## src/rtl/fetch_pkg.sv

```systemverilog
// -----------------------------------------------------------------------------
// fetch_pkg
//   Shared types and constants for the instruction fetch front end.
//   - fetch_state_e    : fetch FSM state encoding
//   - NOP_INS          : canonical RISC-V nop (addi x0,x0,0), handy for benches
//   - DEFAULT_RESET_PC : default PC loaded on reset
//   Optional feature macro: FETCH_MISALIGN_TRAP_EN (ST_FAULT is only reachable
//   when it is defined).
// -----------------------------------------------------------------------------
package fetch_pkg;

    localparam logic [31:0] NOP_INS          = 32'h0000_0013;
    localparam logic [31:0] DEFAULT_RESET_PC = 32'h0000_0000;

    typedef enum logic [1:0] {
        ST_IDLE  = 2'd0,
        ST_REQ   = 2'd1,
        ST_VALID = 2'd2,
        ST_FAULT = 2'd3
    } fetch_state_e;

endpackage

```

## src/rtl/pc_next_gen.sv

```systemverilog
// -----------------------------------------------------------------------------
// pc_next_gen
//   Combinational next-PC selection for the fetch unit.
//   Ports:
//     pc            in   current PC register value
//     pcsel         in   1 = take the ALU target, 0 = sequential
//     alu_target    in   branch/jump target from the ALU
//     pc_next       out  selected next PC (target has bit 0 cleared for jalr)
//     pc_plus4      out  pc + 4, also the jal/jalr link value
//     misalign_next out  next PC is not 4-byte aligned (bit 1 set)
// -----------------------------------------------------------------------------
module pc_next_gen #(
    parameter int ADDR_W = 32
) (
    input  logic [ADDR_W-1:0] pc,
    input  logic              pcsel,
    input  logic [ADDR_W-1:0] alu_target,
    output logic [ADDR_W-1:0] pc_next,
    output logic [ADDR_W-1:0] pc_plus4,
    output logic              misalign_next
);

    localparam logic [ADDR_W-1:0] CLR_BIT0 = {{(ADDR_W-1){1'b1}}, 1'b0};

    logic [ADDR_W-1:0] target;

    // Wraps modulo 2^ADDR_W by construction.
    assign pc_plus4      = pc + ADDR_W'(4);
    // jalr requires bit 0 of the computed target to be cleared.
    assign target        = alu_target & CLR_BIT0;
    assign pc_next       = pcsel ? target : pc_plus4;
    // Bit 0 is always clear here, so bit 1 alone decides word misalignment.
    assign misalign_next = pc_next[1];

endmodule

```

## src/rtl/instr_fetch_unit.sv

```systemverilog
// -----------------------------------------------------------------------------
// instr_fetch_unit
//   Instruction fetch front end: owns the PC, fetches from a variable-latency
//   instruction memory and presents one instruction at a time to the decoder.
//   Sequence per instruction: REQ (until imem_ack) -> VALID (until hold=0).
//   Optional macro: FETCH_MISALIGN_TRAP_EN adds a FAULT state and the sticky
//   `misalign` output; a misaligned next PC then parks the unit until reset.
//   Ports:
//     clk, rst_n           clock, synchronous active-low reset
//     imem_req/imem_addr   memory request (addr = pc, combinational)
//     imem_ack/imem_rdata  memory response, only honoured in REQ
//     ins/iready/pc        instruction presented to the decoder
//     pc_plus4             pc + 4 link value (combinational)
//     pcsel/alu_target     next-PC redirect, sampled in VALID with hold=0
//     hold                 execute stall, freezes the VALID instruction
//     misalign             sticky fault flag (macro builds only)
// -----------------------------------------------------------------------------
module instr_fetch_unit
    import fetch_pkg::*;
#(
    parameter int                ADDR_W   = 32,
    parameter logic [ADDR_W-1:0] RESET_PC = ADDR_W'(DEFAULT_RESET_PC)
) (
    input  logic              clk,
    input  logic              rst_n,
    output logic              imem_req,
    output logic [ADDR_W-1:0] imem_addr,
    input  logic              imem_ack,
    input  logic [31:0]       imem_rdata,
    output logic [31:0]       ins,
    output logic              iready,
    output logic [ADDR_W-1:0] pc,
    output logic [ADDR_W-1:0] pc_plus4,
    input  logic              pcsel,
    input  logic [ADDR_W-1:0] alu_target,
`ifdef FETCH_MISALIGN_TRAP_EN
    input  logic              hold,
    output logic              misalign
`else
    input  logic              hold
`endif
);

    fetch_state_e      state_q, state_d;
    logic [ADDR_W-1:0] pc_q, pc_d;
    logic [31:0]       ins_q, ins_d;
    logic              iready_q, iready_d;
    logic              imem_req_q, imem_req_d;
    logic [ADDR_W-1:0] pc_next;
`ifdef FETCH_MISALIGN_TRAP_EN
    logic              misalign_q, misalign_d;
    logic              misalign_next;
`endif

    pc_next_gen #(
        .ADDR_W (ADDR_W)
    ) u_pc_next_gen (
        .pc            (pc_q),
        .pcsel         (pcsel),
        .alu_target    (alu_target),
        .pc_next       (pc_next),
        .pc_plus4      (pc_plus4),
`ifdef FETCH_MISALIGN_TRAP_EN
        .misalign_next (misalign_next)
`else
        .misalign_next ()
`endif
    );

    // Output flags are computed from the *next* state so they come straight
    // off flops and line up with the state they describe.
    always_comb begin
        state_d    = state_q;
        pc_d       = pc_q;
        ins_d      = ins_q;
        iready_d   = iready_q;
        imem_req_d = imem_req_q;
`ifdef FETCH_MISALIGN_TRAP_EN
        misalign_d = misalign_q;
`endif
        case (state_q)
            ST_IDLE: begin
                state_d    = ST_REQ;
                imem_req_d = 1'b1;
                iready_d   = 1'b0;
            end
            ST_REQ: begin
                if (imem_ack) begin
                    ins_d      = imem_rdata;
                    state_d    = ST_VALID;
                    imem_req_d = 1'b0;
                    iready_d   = 1'b1;
                end
            end
            ST_VALID: begin
                // hold=1 keeps everything as is (defaults above).
                if (!hold) begin
                    pc_d       = pc_next;
                    iready_d   = 1'b0;
                    state_d    = ST_REQ;
                    imem_req_d = 1'b1;
`ifdef FETCH_MISALIGN_TRAP_EN
                    // PC still advances so the faulting address is visible.
                    if (misalign_next) begin
                        state_d    = ST_FAULT;
                        imem_req_d = 1'b0;
                        misalign_d = 1'b1;
                    end
`endif
                end
            end
`ifdef FETCH_MISALIGN_TRAP_EN
            ST_FAULT: begin
                // Parked until reset.
                imem_req_d = 1'b0;
                iready_d   = 1'b0;
            end
`endif
            default: begin
                state_d    = ST_IDLE;
                imem_req_d = 1'b0;
                iready_d   = 1'b0;
            end
        endcase
    end

    always_ff @(posedge clk) begin
        if (!rst_n) begin
            state_q    <= ST_IDLE;
            pc_q       <= RESET_PC;
            ins_q      <= 32'h0000_0000;
            iready_q   <= 1'b0;
            imem_req_q <= 1'b0;
`ifdef FETCH_MISALIGN_TRAP_EN
            misalign_q <= 1'b0;
`endif
        end else begin
            state_q    <= state_d;
            pc_q       <= pc_d;
            ins_q      <= ins_d;
            iready_q   <= iready_d;
            imem_req_q <= imem_req_d;
`ifdef FETCH_MISALIGN_TRAP_EN
            misalign_q <= misalign_d;
`endif
        end
    end

    assign imem_req  = imem_req_q;
    assign imem_addr = pc_q;
    assign ins       = ins_q;
    assign iready    = iready_q;
    assign pc        = pc_q;
`ifdef FETCH_MISALIGN_TRAP_EN
    assign misalign  = misalign_q;
`endif

endmodule

```

## config.mk

```make
export PLATFORM = sky130hd
export DESIGN_NAME = instr_fetch_unit
export DESIGN_NICKNAME = d
export VERILOG_FILES = /design/src/rtl/fetch_pkg.sv /design/src/rtl/pc_next_gen.sv /design/src/rtl/instr_fetch_unit.sv
export SDC_FILE = /design/constraint.sdc
export NUM_CORES = 1
export LEC_CHECK = 0
export CORE_MARGIN = 2
export CORE_UTILIZATION = 56
export DETAILED_ROUTE_END_ITERATION = 8
export DONT_BUFFER_PORTS = 1
export GPL_TIMING_DRIVEN = 1
export PLACE_DENSITY = 0.71
export SYNTH_ARGS = -nofsm -noshare
export SYNTH_HDL_FRONTEND = slang
export SYNTH_SLANG_ARGS = --single-unit
```

## constraint.sdc

```tcl
create_clock -name clk -period 4.2 [get_ports clk]
set_input_delay 0.84 -clock clk [delete_from_list [all_inputs] [get_ports clk]]
set_output_delay 0.84 -clock clk [all_outputs]
set_load 0.005 [all_outputs]
```

==> results.json <==
{
  "status": "complete, no violations",
  "tightest_slew_ns": 1.22,
  "io_pins": 199,
  "ys_seq_area_frac": 0.349,
  "netlist_area_sq_mm": 0.00378,
  "slew_violations": 0,
  "hold_violations": 0,
  "powerDensity_mw_per_mm2": 376,
  "drive_gt1_frac": 0.0711,
  "drc": 0,
  "hpwl_um": 6420,
  "vias": 3293,
  "antenna_left": 0,
  "initial_utilization": 0.589,
  "yosysUniqueCellTypes": 53,
  "synthTopCellsByCount": "nand2_1 (105), dfxtp_1 (66), a21oi_1 (50)",
  "top_usage_layer": "met2",
  "area_growth_pct": -1.12,
  "post-place-ws_ns": 1.19,
  "port_buffers": 0,
  "worstHoldPathType": "reg -> reg",
  "fin_crit_sh": 0.802,
  "cp-start-kind": "flop",
  "cts_tree": "done",
  "worst_skew_pair.late_latency_ns": 0.34,
  "async_flop_share": 0,
  "grtUsageMet3": 0.0657,
  "groute.layer.met1.usage": 0.324,
  "setup_violations": 0,
  "yosysTopAreaCell": "dfxtp_1",
  "post-cts-setup-buffers": 0,
  "clock_sinks": 66,
  "synth_area_leaders": "dfxtp_1 (35%), nand2_1 (10%), buf_4 (7.3%), a21oi_1 (6.6%), xnor2_1 (3.5%)",
  "grt.overflow.total": 0,
  "grt_use_total": 0.245,
  "synth-main-ff-cell": "dfxtp_1",
  "dieArea_sq_mm": 0.00743,
  "final.setup.tns_ns": 0,
  "chipWidth_um": 86.2,
  "grt_pass1_vias": 2877,
  "max-vdd-ir-drop_mv": 0.240,
  "critPathKind": "reg -> out",
  "use_met2": 0.392,
  "layout.nets": 515,
  "clockBufferDepth": 2,
  "worstPathArrival_ns": 2.53,
  "synth-seq-cells": 66,
  "postCtsResizedCells": 0,
  "yosysMostFrequentCell": "nand2_1",
  "wire_per_inst_um": 18.1,
  "slew_headroom": 0.187,
  "cts-hold-fix-buffers": 0,
  "drt_wl_total_um": 9540,
  "clock-root-buffer": "clkbuf_8",
  "synth_top_area_frac": 0.349,
  "gp_congestion": 0.882,
  "rsz0062_at_grt": "false",
  "max_clock_freq_mhz": 297,
  "period_needed_ns": 3.37,
  "fin_skew_ns": 0.0119,
  "avgViaCountPerCell": 6.25,
  "antenna_found_initial": 0,
  "numCtsBuffers": 9,
  "rows": 29,
  "drt_iter0_drc": 263,
  "fp.coreArea_sq_mm": 0.00642,
  "p_leak_uw": 0.00132,
  "avgSynthCellArea_sq_um": 7.55,
  "die_h_um": 86.2,
  "diodes": 0,
  "cts_max_level": 3,
  "setup_slack_ns": 0.833,
  "grt_pass1_wl_um": 14600,
  "grt_max_degree": 77,
  "critPathCaptureType": "primary output",
  "clk_pin_slew_worst_paths_ns": 0.08,
  "path_max_fanout": 10,
  "drv_cap": 0,
  "synthCells": 501,
  "first_pass_iters": 4,
  "yosys_warnings": 0,
  "synth-edff-count": 0,
  "required_ns": 3.36
}
-- sequential cells by signal, summed over array words and instances, names as in the netlist --
register	flops
state_q	2
ins	32
iready	1
imem_addr	31
-- per-stage QoR --
| stage | cell area (sq um) | hold WS (ns) | power [uW] | instances | util |
|---|---|---|---|---|---|
| 2_1_floorplan | 3790 | 0.453 | 764 | 503 | - |
| 3_3_place_gp | 3500 | 0.462 | 762 | 511 | 0.545 |
| 3_5_place_dp | 3500 | 0.467 | 765 | 511 | 0.545 |
| 4_1_cts | 3740 | 0.477 | 1420 | 527 | 0.582 |
| 5_1_grt | 3740 | 0.498 | 1460 | 527 | 0.582 |
| 6_report | 3740 | 0.476 | 1410 | 527 | 0.582 |
-- worst max-delay path, cell delays in order (launching register included) --
cell	delay, ns
dfxtp_1	0.59
ha_1	0.32
and3_1	0.25
nand2_1	0.19
nor4_1	0.54
xor2_1	0.29
-- final timing paths --
kind	cells after the start	to	start	slack (ns)
worst max-delay path	5	pc_plus4[18]	imem_addr[2]	0.83
worst min-delay path	2	ins[17]	ins[17]	0.48
worst max register to register	6	imem_addr[30]	imem_addr[2]	1.66
worst min register to register	2	ins[17]	ins[17]	0.48
-- power by group --
part / internal, uW / total, uW / switching, uW / leakage [uW]
Clock: 397 / 657 / 260 / 0.000113
Sequential: 647 / 671 / 24.8 / 0.000536
Combinational: 28.7 / 78.0 / 49.3 / 0.000668
Total: 1070 / 1410 / 334 / 0.00132
-- layout make-up --
class | instances | area [sq um]
fill | 612 | 2680
tap | 77 | 96.3
timing repair buffer | 2 | 15.0
inverter | 6 | 22.5
clock buffer | 10 | 128
clock inverter | 6 | 114
sequential | 66 | 1320
multi-input combinational | 360 | 2040
-- cell usage in the layout (no fill, tap or decap), types with 5 or more instances in the layout --
| master | n |
|---|---|
| nor3_1 | 11 |
| xnor2_1 | 15 |
| nor4_1 | 6 |
| xor2_1 | 13 |
| clkbuf_8 | 9 |
| a22oi_1 | 7 |
| a21oi_1 | 50 |
| o21ai_0 | 14 |
| a31oi_1 | 7 |
| nor2_1 | 24 |
| o21a_1 | 5 |
| nand3_1 | 26 |
| nand2_1 | 105 |
| dfxtp_1 | 66 |
| nand4_1 | 5 |
| and3_1 | 9 |
| a22o_1 | 5 |
-- layer usage --
| metal | vias up | routed length [um] |
|---|---|---|
| met5 | - | 0 |
| met4 | 0 | 107 |
| met3 | 11 | 881 |
| met2 | 139 | 4510 |
| met1 | 1546 | 4040 |
| li1 | 1597 | - |
-- cell families after synthesis --
family                   count (synthesis)  synth area share
flip-flops                              66             0.349
AO/OA/AOI/OAI                          114             0.187
multiplexers                             4            0.0106
XOR/XNOR                                28            0.0649
other                                    1          0.000992
AND/OR/NAND/NOR                        210             0.269
adder cells (fa/ha/maj)                  1           0.00331
buffers and inverters                   77             0.114
Note: power is estimated with default switching activity, not from simulation.
